File: src/rtl/tge_tx_sched_pkg.sv
// Shared types, header layout and width helpers for the 10GbE TX scheduler.
package tge_sched_pkg;

  typedef enum logic [1:0] {
    ST_IDLE  = 2'd0,
    ST_HDR   = 2'd1,
    ST_SER   = 2'd2,
    ST_STALL = 2'd3
  } sched_state_e;

  // Header beat layout: channel id, packet length in FIFO words, sequence number
  localparam int CH_LSB  = 56;
  localparam int LEN_LSB = 32;
  localparam int SEQ_LSB = 0;
  localparam int CH_W    = 8;
  localparam int LEN_W   = 24;
  localparam int SEQ_W   = 32;

  // Number of TX beats needed to serialize one FIFO word
  function automatic int calc_ratio(input int in_w, input int out_w);
    return in_w / out_w;
  endfunction

  // Beat counter width; a single-beat ratio still needs a 1-bit counter
  function automatic int beat_cnt_w(input int ratio);
    return (ratio > 1) ? $clog2(ratio) : 1;
  endfunction

endpackage

File: src/rtl/tge_tx_sched_rr_arbiter.sv
// Combinational round-robin arbiter: first requester at or after ptr, wrapping.
module rr_arbiter #(
  parameter int N_CH  = 4,
  parameter int IDX_W = (N_CH > 1) ? $clog2(N_CH) : 1
) (
  input  logic [N_CH-1:0]  req,
  input  logic [IDX_W-1:0] ptr,
  output logic [N_CH-1:0]  gnt,
  output logic [IDX_W-1:0] idx,
  output logic             valid
);

  logic [IDX_W:0]   sum;
  logic [IDX_W-1:0] cand;

  // Scan from the farthest offset down so the closest requester to ptr wins
  always_comb begin
    gnt   = '0;
    idx   = '0;
    valid = 1'b0;
    sum   = '0;
    cand  = '0;
    for (int i = N_CH - 1; i >= 0; i--) begin
      sum = {1'b0, ptr} + (IDX_W + 1)'(i);
      if (sum >= (IDX_W + 1)'(N_CH)) begin
        sum = sum - (IDX_W + 1)'(N_CH);
      end
      cand = sum[IDX_W-1:0];
      if (req[cand]) begin
        gnt       = '0;
        gnt[cand] = 1'b1;
        idx       = cand;
        valid     = 1'b1;
      end
    end
  end

endmodule

File: src/rtl/tge_tx_sched.sv
// Round-robin packet scheduler sharing one 10GbE TX lane between channel FIFOs.
module tge_tx_sched
  import tge_sched_pkg::*;
#(
  parameter int N_CH     = 4,
  parameter int IN_W     = 256,
  parameter int OUT_W    = 64,
  parameter int PKT_VALS = 32
) (
  input  logic                 clk,
  input  logic                 rst_n,
  input  logic [N_CH-1:0]      ch_pkt_rdy,
  input  logic [N_CH-1:0]      ch_empty,
  output logic [N_CH-1:0]      ch_re,
  input  logic [N_CH*IN_W-1:0] ch_dout,
  input  logic                 tx_afull,
  output logic [OUT_W-1:0]     tx_data,
  output logic                 tx_valid,
  output logic                 tx_eof,
  output logic [7:0]           tx_ch,
  output logic                 underflow
);

  localparam int RATIO  = calc_ratio(IN_W, OUT_W);
  localparam int BEAT_W = beat_cnt_w(RATIO);
  localparam int IDX_W  = (N_CH > 1) ? $clog2(N_CH) : 1;
  localparam int VAL_W  = LEN_W;

  localparam logic [BEAT_W-1:0] LAST_BEAT = BEAT_W'(RATIO - 1);
  localparam logic [VAL_W-1:0]  LAST_VAL  = VAL_W'(PKT_VALS - 1);

  sched_state_e      state_q, state_d;
  logic [IDX_W-1:0]  grant_q, grant_d;
  logic [N_CH-1:0]   grant_oh_q, grant_oh_d;
  logic [IDX_W-1:0]  rr_ptr_q, rr_ptr_d;
  logic [SEQ_W-1:0]  seq_q, seq_d;
  logic [BEAT_W-1:0] beat_q, beat_d;
  logic [VAL_W-1:0]  val_q, val_d;
  logic              underflow_q, underflow_d;
  logic [OUT_W-1:0]  tx_data_q, tx_data_d;
  logic              tx_valid_q, tx_valid_d;
  logic              tx_eof_q, tx_eof_d;
  logic [7:0]        tx_ch_q, tx_ch_d;

  logic [N_CH-1:0]   arb_gnt;
  logic [IDX_W-1:0]  arb_idx;
  logic              arb_valid;
  logic [IN_W-1:0]   cur_word;
  logic [OUT_W-1:0]  cur_beat;
  logic [OUT_W-1:0]  hdr_word;
  logic              grant_empty;
  logic              re_en;

  rr_arbiter #(
    .N_CH  (N_CH),
    .IDX_W (IDX_W)
  ) u_arb (
    .req   (ch_pkt_rdy),
    .ptr   (rr_ptr_q),
    .gnt   (arb_gnt),
    .idx   (arb_idx),
    .valid (arb_valid)
  );

  assign grant_empty = ch_empty[grant_q];
  assign ch_re       = grant_oh_q & {N_CH{re_en}};

  // Pick the granted channel's FIFO word, then the slice for the current beat
  always_comb begin
    cur_word = '0;
    cur_beat = '0;
    for (int c = 0; c < N_CH; c++) begin
      if (grant_q == IDX_W'(c)) begin
        cur_word = ch_dout[c*IN_W +: IN_W];
      end
    end
    for (int k = 0; k < RATIO; k++) begin
      if (beat_q == BEAT_W'(k)) begin
        cur_beat = cur_word[k*OUT_W +: OUT_W];
      end
    end
  end

  // Header beat: channel id, packet length, sequence number; upper bits zero
  always_comb begin
    hdr_word                     = '0;
    hdr_word[CH_LSB  +: CH_W]    = CH_W'(grant_q);
    hdr_word[LEN_LSB +: LEN_W]   = LEN_W'(PKT_VALS);
    hdr_word[SEQ_LSB +: SEQ_W]   = seq_q;
  end

  // Packet FSM: grant, header, serialize words, stall on empty FIFO
  always_comb begin
    state_d     = state_q;
    grant_d     = grant_q;
    grant_oh_d  = grant_oh_q;
    rr_ptr_d    = rr_ptr_q;
    seq_d       = seq_q;
    beat_d      = beat_q;
    val_d       = val_q;
    underflow_d = underflow_q;
    tx_data_d   = '0;
    tx_valid_d  = 1'b0;
    tx_eof_d    = 1'b0;
    tx_ch_d     = tx_ch_q;
    re_en       = 1'b0;

    case (state_q)
      ST_IDLE: begin
        if (!tx_afull && arb_valid) begin
          grant_d    = arb_idx;
          grant_oh_d = arb_gnt;
          state_d    = ST_HDR;
        end
      end

      ST_HDR: begin
        tx_data_d  = hdr_word;
        tx_valid_d = 1'b1;
        tx_ch_d    = 8'(grant_q);
        beat_d     = '0;
        val_d      = '0;
        if (!grant_empty) begin
          re_en   = 1'b1;
          state_d = ST_SER;
        end else begin
          underflow_d = 1'b1;
          state_d     = ST_STALL;
        end
      end

      ST_SER: begin
        tx_data_d  = cur_beat;
        tx_valid_d = 1'b1;
        if (beat_q == LAST_BEAT) begin
          beat_d = '0;
          if (val_q == LAST_VAL) begin
            tx_eof_d = 1'b1;
            seq_d    = seq_q + 1'b1;
            rr_ptr_d = (grant_q == IDX_W'(N_CH - 1)) ? '0 : grant_q + 1'b1;
            state_d  = ST_IDLE;
          end else begin
            val_d = val_q + 1'b1;
            if (!grant_empty) begin
              re_en = 1'b1;
            end else begin
              underflow_d = 1'b1;
              state_d     = ST_STALL;
            end
          end
        end else begin
          beat_d = beat_q + 1'b1;
        end
      end

      ST_STALL: begin
        beat_d = '0;
        if (!grant_empty) begin
          re_en   = 1'b1;
          state_d = ST_SER;
        end
      end

      default: begin
        state_d = ST_IDLE;
      end
    endcase
  end

  // State, counters and registered TX outputs
  always_ff @(posedge clk or negedge rst_n) begin
    if (!rst_n) begin
      state_q     <= ST_IDLE;
      grant_q     <= '0;
      grant_oh_q  <= '0;
      rr_ptr_q    <= '0;
      seq_q       <= '0;
      beat_q      <= '0;
      val_q       <= '0;
      underflow_q <= 1'b0;
      tx_data_q   <= '0;
      tx_valid_q  <= 1'b0;
      tx_eof_q    <= 1'b0;
      tx_ch_q     <= '0;
    end else begin
      state_q     <= state_d;
      grant_q     <= grant_d;
      grant_oh_q  <= grant_oh_d;
      rr_ptr_q    <= rr_ptr_d;
      seq_q       <= seq_d;
      beat_q      <= beat_d;
      val_q       <= val_d;
      underflow_q <= underflow_d;
      tx_data_q   <= tx_data_d;
      tx_valid_q  <= tx_valid_d;
      tx_eof_q    <= tx_eof_d;
      tx_ch_q     <= tx_ch_d;
    end
  end

  assign tx_data   = tx_data_q;
  assign tx_valid  = tx_valid_q;
  assign tx_eof    = tx_eof_q;
  assign tx_ch     = tx_ch_q;
  assign underflow = underflow_q;

endmodule

File: config.mk
export PLATFORM = sky130hd
export DESIGN_NAME = tge_tx_sched
export DESIGN_NICKNAME = d
export VERILOG_FILES = /design/src/rtl/tge_tx_sched_pkg.sv /design/src/rtl/tge_tx_sched_rr_arbiter.sv /design/src/rtl/tge_tx_sched.sv
export SDC_FILE = /design/constraint.sdc
export NUM_CORES = 1
export LEC_CHECK = 0
export CORE_AREA = 2 2 439 441
export CTS_CLUSTER_SIZE = 16
export DETAILED_ROUTE_END_ITERATION = 7
export DIE_AREA = 0 0 441 443
export HOLD_SLACK_MARGIN = 0.1
export MAX_ROUTING_LAYER = met4
export PLACE_DENSITY = 0.3
export SYNTH_ARGS = -nofsm -noshare
export SYNTH_HDL_FRONTEND = slang
export SYNTH_SLANG_ARGS = --single-unit
File: constraint.sdc
create_clock -name clk -period 5.7 [get_ports clk]
set_clock_uncertainty 0.15 [all_clocks]
set_input_delay 1.14 -clock clk [delete_from_list [all_inputs] [get_ports clk]]
set_output_delay 1.14 -clock clk [all_outputs]
set_load 0.03 [all_outputs]
==> flow_summary.toml <==
[finish]
final_common_cell = "clkdlybuf4s50_1"
nFillCells = 21900
final_cell_mix = "1106 x clkdlybuf4s50_1, 395 x a21oi_1, 338 x nand2_1"
syn2layout_area_growth_pct = 93.2
layout.area.seq_um2 = 3430
final_nets = 4329
multi_input_area_um2 = 10900
drive_above_1_share = 0.0487

[setup_path]
cp.depth = 5
critPathTopFamily = "buffers and inverters"
crit_path_start_kind = "input pin"
critPathLaunch = "ch_empty[2]"
required_ns = 4.41
end_kind = "primary output"
crit_buf_inv = 2
crit_fanout = 7
path_class = "input pin to primary output"
crit_top_cell = "clkdlybuf4s50_1"
cp_cell_sequence = "clkdlybuf4s50_1 -> mux4_2 -> a211oi_1 -> and2_1 -> clkdlybuf4s50_1"
r2r_slack_ns = 1.54
cp-endpoint = "ch_re[2]"
r2r_end = "tx_data[57]$_DFF_PN0_"
cp.arrival_ns = 3.61
r2r_start = "grant_q[1]$_DFFE_PN0P_"
cp_slowest_stage_delay_ns = 0.68
rr_worst_depth = 8
cp_slowest_cell = "clkdlybuf4s50_1"

[clock_network]
holdBufCountCts = 0
clock_latency_ns = 0.51
clk_pin_slew_worst_paths_ns = 0.07
cts_buffers = 17
cts_tree = "yes"
postCtsSetupRepairBufs = 0
h-tree-depth = 4
cts_root_buf = "clkbuf_16"
post_cts_resized = 0
clockBufferDepth = 2
clkSinkCount = 137

[routing]
drc = 0
avgViaCountPerCell = 3.90
drtIter0Drc = 1757
drtPass1Iterations = 5
wl_per_cell_um = 30.9
wl_mm = 181
num_vias = 22900
ant_nets = 0

[yosys]
ys_types = 67
synth_flop_cell = "dfrtp_1"
yosys_warnings = 0
synth_top_area_share = 0.216
synth_seq_cells = 137
synth-edff-count = 0
yosysTopAreaCell = "dfrtp_1"
synth_area_leaders = "dfrtp_1 22%, a21oi_1 12%, a221oi_1 8.2%, nand2_1 8.0%, o21ai_0 7.1%"
async_flop_share = 1.00
syn_area_per_cell_um2 = 6.86
ys_seq_area_frac = 0.216
synthCells = 2316
syn-cell-area_um2 = 15900

[grt]
grt_pass1_vias = 23200
grt-ovfl-total = 0
grt_pass1_wl_mm = 231
grt_use_total = 0.183
grt_max_degree = 142
antenna_found_initial = 105

[sta]
worstMarginPinSlew_ns = 1.40
period_share = 0.860
drv_slew = 0
setup_tns_ns = 0
finalSetupViolations = 0
max_freq_mhz = 204
finalCriticalPeriod_ns = 4.90
rsz0062_at_grt = "no"
hold_ws_ns = 0.322
relSlewSlack = 0.0656
final_hold_viol_count = 0

[power_and_ir_drop]
seqPwrFrac = 0.114
p_switching_uw = 7090
pwr-share-clk = 0.105
ir_drop_mv = 0.304
p_per_area_nw_per_um2 = 393
power_frac_comb = 0.781
p_sw_frac = 0.588
p_leak_uw = 0.0108
p_int_uw = 4970

[die]
dieArea_um2 = 195000
die_y_um = 443
initial_core_util = 0.0831
ios = 1114
die_x_um = 441
coreArea_um2 = 191000
rows = 161

[place]
hpwl_mm = 151
gp_congestion = 0.906
io_buffers = 1107

[worst_hold_path]
hold_start = "underflow$_DFFE_PN0P_"
hold_class = "flop to flop"

[run_status]
status = "completed"

[job]
max_cap_viol_count = 0
[through the flow]
step	instances	util	cell area, um^2	setup slack (ns)	power [uW]
after floorplan	2321	-	15900	2.11	5900
after global placement	5778	0.157	30000	0.806	11100
after detailed placement	5778	0.157	30000	0.811	11100
after CTS	5810	0.160	30600	0.805	12400
after global routing	5845	0.160	30700	0.654	12900
final	5856	0.161	30700	0.798	12100
[synth_stat cells, drive strengths merged (4+ instances only)]
library cell	instances
or3	6
xor2	17
a222oi	4
mux4	4
nor3	18
nand2	340
nand2b	20
a2111oi	23
buf	79
o21a	34
and3	11
o21ai	227
ha	23
o31ai	28
o2111ai	4
nand4	13
o2bb2ai	6
a221o	34
a31oi	4
mux2i	36
a22oi	29
dfrtp	137
nand3b	6
and2	9
or2	5
o211ai	12
xnor2	21
inv	171
and4	7
a221oi	148
nor4	44
nand3	33
nor2	20
a32oi	34
o311ai	26
a21oi	395
clkbuf	173
nor2b	88
[cell families (layout without fill, tap and decap cells)]
group,count (synthesis),after routing,synth area share
AOI/OAI and AO/OA,1022,1022,0.410
adders and majority gates,23,23,0.0181
and+or+nand+nor,629,629,0.197
other,1,52,0.000236
muxes,43,43,0.0305
xor gates and xnor gates,38,38,0.0209
DFF,137,137,0.216
buffers and inverters,423,1386,0.107
[registers in the layout (all words and copies together) (netlist names)]
name	cells
tx_data	64
seq_q	32
val_q	24
grant_oh_q	4
beat_q	2
grant_q	2
rr_ptr_q	2
state_q	2
tx_ch	2
tx_eof	1
tx_valid	1
underflow	1
[layout make-up]
cell class,instances,area share
tap,2526,0.103
inverter,171,0.0209
multi-input combinational,1761,0.356
clock inverter,13,0.00583
timing repair buffer,1183,0.384
clock buffer,19,0.0141
sequential,137,0.112
antenna,46,0.00375
[layer usage]
| layer | share of wire | vias to the layer above | track usage |
|---|---|---|---|
| met5 | 0 | - | - |
| met4 | 0.012 | 0 | 0.0241 |
| met3 | 0.058 | 123 | 0.0414 |
| met2 | 0.50 | 886 | 0.311 |
| met1 | 0.43 | 11300 | 0.224 |
| li1 | - | 10500 | - |
[worst min-delay path by stage]
| stage | endpoint | slack [ns] | cells past startpoint |
|---|---|---|---|
| global placement | underflow$_DFFE_PN0P_ | 0.31 | 1 |
| global route | underflow$_DFFE_PN0P_ | 0.35 | 1 |
| finish | underflow$_DFFE_PN0P_ | 0.32 | 1 |
| detailed placement | underflow$_DFFE_PN0P_ | 0.31 | 1 |
| CTS | underflow$_DFFE_PN0P_ | 0.32 | 1 |
| floorplan | seq_q[31]$_DFFE_PN0P_ | 0.30 | 1 |
[power groups by stage]
stage | sequential, uW | combinational [uW] | clock [uW]
final | 1380 | 9410 | 1260
after global routing | 1410 | 10100 | 1360
after CTS | 1390 | 9700 | 1330
after detailed placement | 1390 | 9670 | 0
after global placement | 1410 | 9680 | 0
after floorplan | 1670 | 4230 | 0
Note: power is estimated with default switching activity, not from simulation.
